[config.mk]
export PLATFORM = sky130hd
export DESIGN_NAME = player_input_conditioner
export DESIGN_NICKNAME = d
export VERILOG_FILES = /design/src/rtl/player_input_conditioner.sv
export SDC_FILE = /design/constraint.sdc
export NUM_CORES = 1
export LEC_CHECK = 0
export BUFFER_PORTS_ARGS = -buffer_cell sky130_fd_sc_hd__buf_2
export CAP_MARGIN = 20
export CORE_MARGIN = 2
export CORE_UTILIZATION = 40
export DETAILED_ROUTE_END_ITERATION = 8
export PLACE_DENSITY = 0.53
export SETUP_SLACK_MARGIN = 0.5
export SLEW_MARGIN = 10
export SYNTH_ARGS = -nofsm -noshare
export SYNTH_HDL_FRONTEND = slang
export SYNTH_SLANG_ARGS = --single-unit
[constraint.sdc]
create_clock -name clk -period 5.6 [get_ports clk]
set_input_delay 0.56 -clock clk [delete_from_list [all_inputs] [get_ports clk]]
set_output_delay 0.56 -clock clk [all_outputs]
set_load 0.01 [all_outputs]
[src/rtl/player_input_conditioner.sv]
// player_input_conditioner
// N-channel button front end: polarity normalisation, flip-flop synchroniser,
// counter-based debounce, press/release pulses and a first-presser latch used
// for race-start and finish arbitration. Single clock domain.
module player_input_conditioner #(
    parameter int NUM_CH           = 4,
    parameter int DEBOUNCE_CLK_CNT = 65536,
    parameter int SYNC_STAGES      = 2,
    parameter bit ACTIVE_LOW       = 1'b0,
    localparam int ID_W            = (NUM_CH > 1) ? $clog2(NUM_CH) : 1
) (
    input  logic              clk,
    input  logic              rst_n,
    input  logic [NUM_CH-1:0] btn_in,
    input  logic              enable,
    input  logic              first_clear,
    output logic [NUM_CH-1:0] btn_level,
    output logic [NUM_CH-1:0] btn_press,
    output logic [NUM_CH-1:0] btn_release,
    output logic              first_valid,
    output logic [ID_W-1:0]   first_id
);

    localparam int CNT_W = $clog2(DEBOUNCE_CLK_CNT);
    localparam logic [CNT_W-1:0] CNT_LAST = CNT_W'(DEBOUNCE_CLK_CNT - 1);
    localparam logic [CNT_W-1:0] CNT_ONE  = CNT_W'(1);

    logic [SYNC_STAGES-1:0][NUM_CH-1:0] sync_chain;
    logic [NUM_CH-1:0][CNT_W-1:0]       cnt;
    logic [NUM_CH-1:0]                  norm;
    logic [NUM_CH-1:0]                  synced;
    logic [NUM_CH-1:0]                  flip;
    logic [NUM_CH-1:0]                  rise;
    logic [NUM_CH-1:0]                  fall;
    logic [NUM_CH-1:0]                  press_next;
    logic [NUM_CH-1:0]                  release_next;

    // Lowest-numbered channel wins when several press on the same edge.
    function automatic logic [ID_W-1:0] lowest_index(input logic [NUM_CH-1:0] v);
        logic [ID_W-1:0] idx;
        idx = '0;
        for (int i = NUM_CH - 1; i >= 0; i--) begin
            if (v[i]) begin
                idx = ID_W'(i);
            end
        end
        return idx;
    endfunction

    // Inversion happens before the synchroniser so that reset (all zeros)
    // always means "not pressed", whatever the pin polarity.
    assign norm   = btn_in ^ {NUM_CH{ACTIVE_LOW}};
    assign synced = sync_chain[SYNC_STAGES-1];

    // Synchroniser: shift normalised pins through SYNC_STAGES flops.
    always_ff @(posedge clk or negedge rst_n) begin
        if (!rst_n) begin
            sync_chain <= '0;
        end else begin
            sync_chain <= {sync_chain[SYNC_STAGES-2:0], norm};
        end
    end

    // A channel flips on the edge where its mismatch count has completed.
    always_comb begin
        flip = '0;
        for (int i = 0; i < NUM_CH; i++) begin
            flip[i] = (synced[i] != btn_level[i]) && (cnt[i] == CNT_LAST);
        end
    end

    assign rise         = flip & synced;
    assign fall         = flip & ~synced;
    assign press_next   = rise & {NUM_CH{enable}};
    assign release_next = fall & {NUM_CH{enable}};

    // Debounce: count consecutive mismatches, any agreement restarts the count.
    always_ff @(posedge clk or negedge rst_n) begin
        if (!rst_n) begin
            cnt       <= '0;
            btn_level <= '0;
        end else begin
            for (int i = 0; i < NUM_CH; i++) begin
                if (synced[i] == btn_level[i]) begin
                    cnt[i] <= '0;
                end else if (cnt[i] == CNT_LAST) begin
                    btn_level[i] <= synced[i];
                    cnt[i]       <= '0;
                end else begin
                    cnt[i] <= cnt[i] + CNT_ONE;
                end
            end
        end
    end

    // Press/release pulses registered on the same edge that flips the level.
    always_ff @(posedge clk or negedge rst_n) begin
        if (!rst_n) begin
            btn_press   <= '0;
            btn_release <= '0;
        end else begin
            btn_press   <= press_next;
            btn_release <= release_next;
        end
    end

    // First-press latch: clear then capture, so a press on the clearing edge wins.
    always_ff @(posedge clk or negedge rst_n) begin
        if (!rst_n) begin
            first_valid <= 1'b0;
            first_id    <= '0;
        end else if ((press_next != '0) && (!first_valid || first_clear)) begin
            first_valid <= 1'b1;
            first_id    <= lowest_index(press_next);
        end else if (first_clear) begin
            first_valid <= 1'b0;
        end
    end

endmodule

==> results_dict.tcl <==
set metrics [dict create \
    outcome "finished, final reports clean" \
    post_drt_wl_per_cell_um 12.74 \
    power.total_w 0.001092 \
    synth-seq-area-share 0.5696 \
    setup_violations 0 \
    cts_setup_buffers 0 \
    finalSetupTns_ns 0 \
    dr.pass1.iters 4 \
    crit_chain "ha_1, nand4_1, nor3_1, nand4_1, nand2b_1, nor2_1" \
    drc 0 \
    drt-total-wl_mm 6.664 \
    instances_no_fill 523 \
    timing_worst_setup_path_type "flip-flop to flip-flop" \
    min_period_over_period 0.3934 \
    synth_top_cell_by_area "dfrtp_1" \
    synth.avg_cell_area_um2 10.56 \
    grt-ovfl-total 0 \
    htree_num_levels 3 \
    dieHeight_um 101.8 \
    nets 402 \
    final_max_slew_viol_count 0 \
    insertion_delay_ns 0.35 \
    ys_seq_elements 87 \
    drtAntennaViolNets 0 \
    cts_resized 0 \
    required_ns 5.81 \
    cap_violations 0 \
    utilization 0.4599 \
    grtUsageTotal 0.1475 \
    ctsHoldBuffers 0 \
    yosys_warnings 0 \
    place.port_buffers 22 \
    max_stage_delay_ns 0.48 \
    p_leak_nw 1.921 \
    grt_pass1_vias 2455 \
    grt_pass1_wl_mm 11.82 \
    crit_fanout 15 \
    dpl_cell_area_um2 4070 \
    coreArea_um2 9240 \
    min_period_ns 2.203 \
    dieArea_um2 10350 \
    cpMostUsedCell "nand4_1" \
    area_growth_pct 11.16 \
    num_vias 2483 \
    cts.path.max_buffers 2 \
    p_per_area_nw_per_um2 257.0 \
    synth_area_um2 3822 \
    rsz0062_at_grt "false" \
    startpoint_type "flip-flop" \
    cts_sinks 87 \
    cts.clk_slew.worst_paths_ns 0.08 \
    crit_arrival_ns 2.41 \
    place_inst 508 \
    worstMarginPinSlew_ns 0.5792 \
    synth_top_area_frac 0.5696 \
    rows 35 \
    vdd_drop_max_mv 0.1645 \
    gp_congestion 0.7581 \
    fin_area_um2 4249 \
    start_util 0.4137 \
    die_width_um 101.8 \
    dr.first_iter.drc_count 65 \
    grt_max_degree 47 \
    max_freq_ghz 0.4540 \
    ys_types 38 \
    drive_gt1_frac 0.1218 \
    ios 23 \
    cts_root_buffer "clkbuf_8" \
    synthesis.instances 362 \
    worstHoldPathType "input port to asynchronous set/reset pin" \
    cts_buffers 9 \
    synthTopCellsByArea "dfrtp_1 57%, nor2_1 7.5%, xor2_1 7.1%" \
    hold_viol_final 0 \
    place_hpwl_mm 4.524 \
    crit_slowest_cell "nand2b_1" \
    antenna_found_initial 0 \
    worst_clock_skew_ns 0.01274 \
    cts_tree "yes" \
    slew_headroom 0.6138 \
    syn-num-nets 374 \
    vias_per_cell 4.748 \
    n_antenna_cell 0 \
    cp-end-kind "flip-flop" \
]
[cell families after synthesis]
group / share of synthesized area
buffers and inverters: 0.01571
xor gates and xnor gates: 0.1352
muxes: 0.01178
DFF: 0.5696
AOI/OAI and AO/OA: 0.01506
and+or+nand+nor: 0.2396
adders and majority gates: 0.01309
[per-layer routing]
| layer | global-route usage | wire (µm) |
|---|---|---|
| met1 | 0.2035 | 3321 |
| met5 | 0 | 0 |
| met4 | 0.05301 | 99 |
| met2 | 0.2212 | 3009 |
| met3 | 0.04348 | 233 |
[worst paths after layout]
kind | start | slack [ns] | endpoint | cells after the start
hold / removal | rst_n | 0.19 | cnt[27] | 1
min in group clk | btn_in[2] | 0.32 | sync_chain[2] | 1
hold reg to reg | sync_chain[3] | 0.35 | synced[3] | 0
max in group asynchronous | rst_n | 4.43 | cnt[39] | 2
setup / recovery | cnt[48] | 3.40 | cnt[60] | 6
setup reg to reg | cnt[48] | 3.40 | cnt[60] | 6
[critical path: cells and delay by family, from the launching register on]
family / cells / cell delay [ns]
AND/OR/NAND/NOR: 5 / 1.46
flip-flops: 1 / 0.39
adder cells (fa/ha/maj): 1 / 0.21
[state kept, by name, summed over array words and instances (netlist names)]
| name | count |
|---|---|
| sync_chain | 4 |
| btn_release | 4 |
| cnt | 64 |
| btn_level | 4 |
| synced | 4 |
| first_id | 2 |
| btn_press | 4 |
| first_valid | 1 |
[synth_stat cells (all sizes together)]
cell and count:
a21oi 3, or3 4, or4 1, o21ai 2
nand4 16, buf 3, and3 11, nand3b 1
or2 1, mux2 4, xnor2 28, a21o 1
nor3b 1, xor2 31, ha 4, clkbuf 2
nor4 3, nor3 8, nor2 76, inv 7
o21a 2, nor2b 2, nand2 31, and4 6
clkdlybuf4s50 1, or3b 1, nand2b 2, nand3 20
and3b 1, or4b 1, dfrtp 87, o22ai 1
[report_power, final]
group | switching [W] | internal (W) | total (W)
Sequential | 0.00000929 | 0.000638 | 0.000647
Combinational | 0.0000259 | 0.0000107 | 0.0000367
Clock | 0.000206 | 0.000203 | 0.000408
Total | 0.000241 | 0.000851 | 0.00109
[through the flow]
| step | worst slack, ns | hold slack (ns) |
|---|---|---|
| floorplan | 3.659 | 0.2644 |
| global placement | 3.490 | 0.3321 |
| detailed placement | 3.357 | 0.3371 |
| CTS | 3.334 | 0.1986 |
| global route | 3.117 | 0.2195 |
| finish | 3.397 | 0.1876 |
[final cells by class]
type / instances / area, µm²
Clock buffer: 11 / 131.4
Clock inverter: 4 / 47.55
Fill cell: 898 / 4991
Inverter: 7 / 26.28
Multi-Input combinational cell: 262 / 1585
Sequential cell: 87 / 2177
Tap cell: 129 / 161.4
Timing Repair Buffer: 23 / 120.1
[placed cells by master (no fill, tap or decap), types with 3 or more instances in the layout]
cell type / instances
and3_1: 10
and4_1: 6
buf_2: 21
clkbuf_8: 9
dfrtp_1: 87
ha_1: 4
inv_1: 7
mux2_2: 4
nand2_1: 31
nand3_1: 19
nand4_1: 15
nor2_1: 76
nor3_1: 8
or3_1: 3
xnor2_1: 28
xor2_1: 31
(Power assumes the default switching activity.)
